### src/rtl/clk_req_ctrl.sv
// Core clock-request controller: drains the bus, waits a holdoff, gates the clock,
// and on a wake/debug event runs the clock for a settle period before acknowledging.
module clk_req_ctrl #(
  parameter int HOLDOFF_CYCLES = 4,
  parameter int WAKE_CYCLES    = 2
) (
  input  logic g_clk,
  input  logic g_resetn,
  input  logic sleep_req,
  input  logic bus_busy,
  input  logic wake_evt,
  input  logic dbg_halt,
  output logic clk_req,
  output logic sleeping,
  output logic wake_ack
);

  typedef enum logic [2:0] {
    S_RUN     = 3'd0,
    S_DRAIN   = 3'd1,
    S_HOLDOFF = 3'd2,
    S_SLEEP   = 3'd3,
    S_WAKE    = 3'd4
  } state_e;

  localparam logic [7:0] HOLD_LOAD = (HOLDOFF_CYCLES > 0) ? 8'(HOLDOFF_CYCLES - 1) : 8'd0;
  localparam logic [7:0] WAKE_LOAD = 8'(WAKE_CYCLES - 1);
  localparam logic       HOLD_SKIP = (HOLDOFF_CYCLES == 0);

  state_e     state_q, state_d;
  logic [7:0] cnt_q, cnt_d;
  logic       clk_req_q, clk_req_d;
  logic       sleeping_q, sleeping_d;
  logic       wake_ack_q, wake_ack_d;
  logic       abort_s;

  assign abort_s = wake_evt | dbg_halt;

  // State, counter and output flops; reset forces the clock back on without a clock edge
  always_ff @(posedge g_clk or negedge g_resetn) begin
    if (!g_resetn) begin
      state_q    <= S_RUN;
      cnt_q      <= 8'd0;
      clk_req_q  <= 1'b1;
      sleeping_q <= 1'b0;
      wake_ack_q <= 1'b0;
    end else begin
      state_q    <= state_d;
      cnt_q      <= cnt_d;
      clk_req_q  <= clk_req_d;
      sleeping_q <= sleeping_d;
      wake_ack_q <= wake_ack_d;
    end
  end

  // Next-state and counter logic; aborts take priority over forward progress
  always_comb begin
    state_d = state_q;
    cnt_d   = cnt_q;
    case (state_q)
      S_RUN: begin
        if (sleep_req && !abort_s) state_d = S_DRAIN;
        else                       state_d = S_RUN;
      end
      S_DRAIN: begin
        if (abort_s) begin
          state_d = S_RUN;
        end else if (bus_busy) begin
          state_d = S_DRAIN;
        end else if (HOLD_SKIP) begin
          state_d = S_SLEEP;
        end else begin
          state_d = S_HOLDOFF;
          cnt_d   = HOLD_LOAD;
        end
      end
      S_HOLDOFF: begin
        if (abort_s || bus_busy || !sleep_req) begin
          state_d = S_RUN;
          cnt_d   = 8'd0;
        end else if (cnt_q == 8'd0) begin
          state_d = S_SLEEP;
        end else begin
          cnt_d = cnt_q - 8'd1;
        end
      end
      S_SLEEP: begin
        if (abort_s) begin
          state_d = S_WAKE;
          cnt_d   = WAKE_LOAD;
        end else begin
          state_d = S_SLEEP;
        end
      end
      S_WAKE: begin
        if (cnt_q == 8'd0) state_d = S_RUN;
        else               cnt_d   = cnt_q - 8'd1;
      end
      default: begin
        state_d = S_RUN;
        cnt_d   = 8'd0;
      end
    endcase
  end

  // Outputs are decoded from the next state so the flops present them in the state's first cycle
  always_comb begin
    clk_req_d  = (state_d != S_SLEEP);
    sleeping_d = (state_d == S_SLEEP) || (state_d == S_WAKE);
    wake_ack_d = (state_q == S_WAKE) && (state_d == S_RUN);
  end

  assign clk_req  = clk_req_q;
  assign sleeping = sleeping_q;
  assign wake_ack = wake_ack_q;

endmodule
### config.mk
export PLATFORM = sky130hd
export DESIGN_NAME = clk_req_ctrl
export DESIGN_NICKNAME = d
export VERILOG_FILES = /design/src/rtl/clk_req_ctrl.sv
export SDC_FILE = /design/constraint.sdc
export NUM_CORES = 1
export LEC_CHECK = 0
export CORE_AREA = 5 5 47 49
export DETAILED_ROUTE_END_ITERATION = 12
export DIE_AREA = 0 0 52 54
export PLACE_DENSITY = 0.67
export SLEW_MARGIN = 20
export SYNTH_ARGS = -nofsm -noshare
export SYNTH_HDL_FRONTEND = slang
export SYNTH_SLANG_ARGS = --single-unit
### constraint.sdc
create_clock -name g_clk -period 1.9 [get_ports g_clk]
set_clock_uncertainty 0.1 [all_clocks]
set_input_delay 0.285 -clock g_clk [delete_from_list [all_inputs] [get_ports g_clk]]
set_output_delay 0.285 -clock g_clk [all_outputs]
set_load 0.05 [all_outputs]
# Word-level counts from Yosys, hierarchy flattened
# Cells that the tools add are included.
dict set report op_classes {
  n_mux 14
  bitwise 2
  addsub 1
  reduce_logical 11
  n_eq_ne 10
}
# op count
set ops {}
lappend ops {{$mux W8} 5}
lappend ops {{$pmux W8 S5} 1}
lappend ops {{$pmux W3 S5} 1}
lappend ops {{$mux W3} 4}
lappend ops {{$eq A3 B2 Y1 const B} 3}
lappend ops {{$logic_not A8 Y1} 1}
lappend ops {{$sub A8 B1 Y8 const B} 1}
lappend ops {{$eq A3 B3 Y1 const B} 2}
lappend ops {{$logic_not A3 Y1} 2}
lappend ops {{$ne A2 B2 Y1 const B} 3}
lappend ops {{$mux W2} 2}
lappend ops {{$reduce_and A4 Y1} 1}
lappend ops {{$eq A3 B1 Y1 const B} 1}
lappend ops {{$logic_or A1 B1 Y1} 3}
lappend ops {{$ne A3 B2 Y1 const B} 1}
lappend ops {{$logic_and A1 B1 Y1} 2}
lappend ops {{$logic_not A1 Y1} 2}
lappend ops {{$mux W1} 1}
lappend ops {{$not A1 Y1} 1}
lappend ops {{$or A1 B1 Y1} 1}
dict set report word_totals {
  regBits 14
  inputBits 6
  word_cells 43
}

# Depth between registers and ports, before layout
dict set report logic_depth {
  depth_word 7
  mapped_depth 6
  ltp_nobuf 6
}

# Least setup slack after synthesis
# OpenSTA, ideal clock, no wires.
dict set report synth_path {
  path_kind {reg2reg}
  start {reg cnt_q[3]}
  end {reg cnt_q[1]}
  setup_ns 0.130
  synth_period_minus_slack_ns 1.853
  path_stages_with_launch 5
  path_buffers 0
  arrival_time_ns 1.623
  setup_slack_ns 0.047
  path_cell_list {dfrtp_1 -> or4_4 -> or3_4 -> a32oi_2 -> o22ai_1}
}
dict set report synth_via {
  elab_chain_len 4
}
# item line
set synth_lines {}
lappend synth_lines {{start: declaration} 31} ;# logic [7:0] cnt_q, cnt_d;
lappend synth_lines {{start signal: assignment} 49} ;# cnt_q <= cnt_d;
lappend synth_lines {{$logic_not A8 Y1 *} {81, 96}}
lappend synth_lines {{$mux W8 *} n/a}
lappend synth_lines {{$mux W8} n/a}
lappend synth_lines {{$pmux W8 S5 *} n/a}
# Every way passes the cells marked *; elsewhere a longest branch is shown, timed or not.
# A chain may end at the register's enable or synchronous reset.

# Worst setup path after layout
# Same ends and word-level chain as after synthesis.

==> impl_metrics.env <==
export IMPL_initial_core_util=0.4368
export IMPL_yosys_warnings=0
export IMPL_fillers=161
export IMPL_synth_seq_cells=14
export IMPL_die_h_um=54
export IMPL_yosysUniqueCellTypes=39
export IMPL_r2r_start="cnt_q[3]"
export IMPL_timing_hold_ws_ns=0.2062
export IMPL_critPathBufInv=0
export IMPL_crit_fanout=4
export IMPL_worstHoldPathType="input port to asynchronous set/reset pin"
export IMPL_vias=688
export IMPL_grt_pass1_wl_um=3036
export IMPL_multiInputGateArea_sq_um=426.7
export IMPL_path_class="flip-flop to flip-flop"
export IMPL_drive_gt1_frac=0.3462
export IMPL_hold_viol=0
export IMPL_finalNetCount=112
export IMPL_antenna_found_initial=0
export IMPL_crit_slowest_cell="or4_4"
export IMPL_ios=9
export IMPL_setup_violations=0
export IMPL_dpl_cell_area_sq_um=1018
export IMPL_row_count=16
export IMPL_drt_wl_total_um=1643
export IMPL_drcViolationCount=0
export IMPL_yosysSeqAreaShare=0.4418
export IMPL_slowest_delay_ns=0.56
export IMPL_seq_area_sq_um=351.6
export IMPL_first_global_vias=714
export IMPL_cp_start_kind="flip-flop"
export IMPL_synthCells=77
export IMPL_die_w_um=52
export IMPL_syn_area_sq_um=795.8
export IMPL_clock_sinks=14
export IMPL_syn_avg_cell_area_sq_um=10.33
export IMPL_clock_root_buffer="clkbuf_4"
export IMPL_overflow=0
export IMPL_mostFrequentLayoutCells="18 x buf_4, 13 x dfrtp_1, 7 x clkdlybuf4s50_1"
export IMPL_maxSlewViolCount=0
export IMPL_setup_slack_ns=0.03676
export IMPL_io_buffers=8
export IMPL_worstPathRequired_ns=1.95
export IMPL_drt_wirelength_per_cell_um=12.54
export IMPL_cts_path_max_buffers=2
export IMPL_path_delay_family="simple AND/OR/NAND/NOR gates"
export IMPL_cp_cell_sequence="or4_4, or3_4, a32oi_2, o22ai_1"
export IMPL_startpoint="cnt_q[3]"
export IMPL_post_place_ws_ns=-0.2530
export IMPL_relSlewSlack=0.6691
export IMPL_routabilityCongestion=0.8018
export IMPL_final_common_cell="buf_4"
export IMPL_fmax_mhz=536.7
export IMPL_grt_max_degree=15
export IMPL_r2r_cells=4
export IMPL_grt_setup_unrepaired="true"
export IMPL_core_area_sq_um=1822
export IMPL_power_density_nw_per_um2=1124
export IMPL_die_area_sq_um=2808
export IMPL_cts_tree="done"
export IMPL_diodes=0
export IMPL_antenna_left=0
export IMPL_arrival_ns=1.92
export IMPL_p_leak_nw=0.4563
export IMPL_synthesis_nets=84
export IMPL_cts_clk_slew_worst_paths_ns=0.08
export IMPL_drv_cap=0
export IMPL_critPathCapture="cnt_q[1]"
export IMPL_r2r_slack_ns=0.04
export IMPL_reg2reg_to="cnt_q[1]"
export IMPL_post_drt_via_cell_ratio=5.252
export IMPL_tightest_slew_ns=0.4948
export IMPL_grt_util_all_layers=0.1485
export IMPL_drt_pass1_iterations=4
export IMPL_hpwl_um=1356
export IMPL_peakVddDrop_v=0.0005592
export IMPL_fin_crit_ns=1.863
export IMPL_status="finished clean"
export IMPL_crit_cells=4
export IMPL_clk_latency_ns=0.28
export IMPL_numCtsBuffers=3
export IMPL_final_cell_area_sq_um=1072
export IMPL_end_kind="flip-flop"
export IMPL_area_delta_synth_final_pct=34.75
export IMPL_drt_iter0_markers=2
export IMPL_period_share=0.9807
export IMPL_ctsHoldBuffers=0
export IMPL_cts_htree_levels=1
[state kept, by name, summed over array words and instances, names as in the netlist]
register and count:
wake_ack 1, clk_req 1, sleeping 1, cnt_q 8
state_q 3
[timing repair]
action                                  in CTS  in global routing
pin swaps                                    1                  4
gates cloned                                 0                  0
hold endpoints to repair                     0                  0
buffers inserted                             0                  1
endpoints found under the setup margin       2                  8
gates resized for setup                      2                  1
[layer usage]
metal	track usage	part of all wire	vias up
met3	0.02493	0.020	5
met1	0.1684	0.43	321
met2	0.2594	0.52	10
met4	0.09170	0.023	0
met5	0	0	-
li1	-	-	352
[cells by family (layout without fill, tap and decap cells)]
logic type               after synthesis  in the layout  share of synthesized area
adder cells (fa/ha/maj)                1              1                    0.01572
flip-flops                            14             14                     0.4418
AO/OA/AOI/OAI                         25             25                     0.2406
XOR/XNOR                               1              1                    0.01101
AND/OR/NAND/NOR                       27             27                     0.2311
multiplexers                           2              2                    0.02516
buffers and inverters                  7             34                    0.03458
[stage by stage]
step	setup TNS, ns	utilization	power [mW]	std cells
after global routing	-0.1889	0.5886	1.312	131
final	0	0.5886	1.206	131
after global placement	-1.014	0.5591	0.9741	126
after CTS	0	0.5817	1.221	130
after detailed placement	-1.291	0.5591	0.9877	126
after floorplan	0	-	0.7528	77
[how the worst min path moves through the flow]
stage	from	endpoint	slack, ns	cells after the start
floorplan	g_resetn	cnt_q[0]	-0.11	0
global placement	cnt_q[1]	cnt_q[1]	0.42	2
detailed placement	cnt_q[1]	cnt_q[1]	0.44	2
CTS	g_resetn	cnt_q[6]	0.21	2
global route	g_resetn	cnt_q[6]	0.20	2
finish	g_resetn	cnt_q[6]	0.21	2
[final cells by class]
class | count | share of cell area
multi-input combinational | 56 | 0.3979
timing repair buffer | 25 | 0.1914
clock buffer | 4 | 0.03384
tap | 27 | 0.03151
sequential | 14 | 0.3279
inverter | 5 | 0.01750
[report_power, final]
part	internal, mW	switching, mW	leakage [nW]
sequential	0.367	0.0486	0.186
clock	0.117	0.0912	0.0210
combinational	0.297	0.285	0.249
[cells in the mapped netlist]
cell type	n	area share
or3b_2	1	0.011
nor3_1	1	0.0063
o22ai_1	1	0.0079
or3_4	1	0.014
a21oi_1	6	0.038
or3_1	2	0.016
or4_4	2	0.028
buf_2	1	0.0063
o31ai_1	3	0.028
o21bai_1	1	0.0094
clkbuf_1	1	0.0047
nor2b_1	1	0.0079
ha_1	1	0.016
a31oi_1	1	0.0079
or4b_1	1	0.013
or4_2	1	0.011
a22o_1	1	0.011
nor3b_1	2	0.019
or3_2	1	0.0094
a21boi_0	1	0.0094
xor2_1	1	0.011
dfrtp_1	13	0.41
dfstp_2	1	0.033
a21oi_4	1	0.020
o21ai_4	1	0.020
o21ai_0	4	0.025
a32oi_1	1	0.011
inv_1	5	0.024
mux2i_1	2	0.025
nand3_1	2	0.013
nor2_1	5	0.024
a32oi_2	1	0.020
o41ai_1	1	0.011
or2_2	2	0.016
nand3b_1	1	0.0094
or4_1	2	0.019
a21o_1	1	0.0094
o32ai_1	1	0.011
nand2b_1	2	0.016
Power figures use the tool's default switching activity.
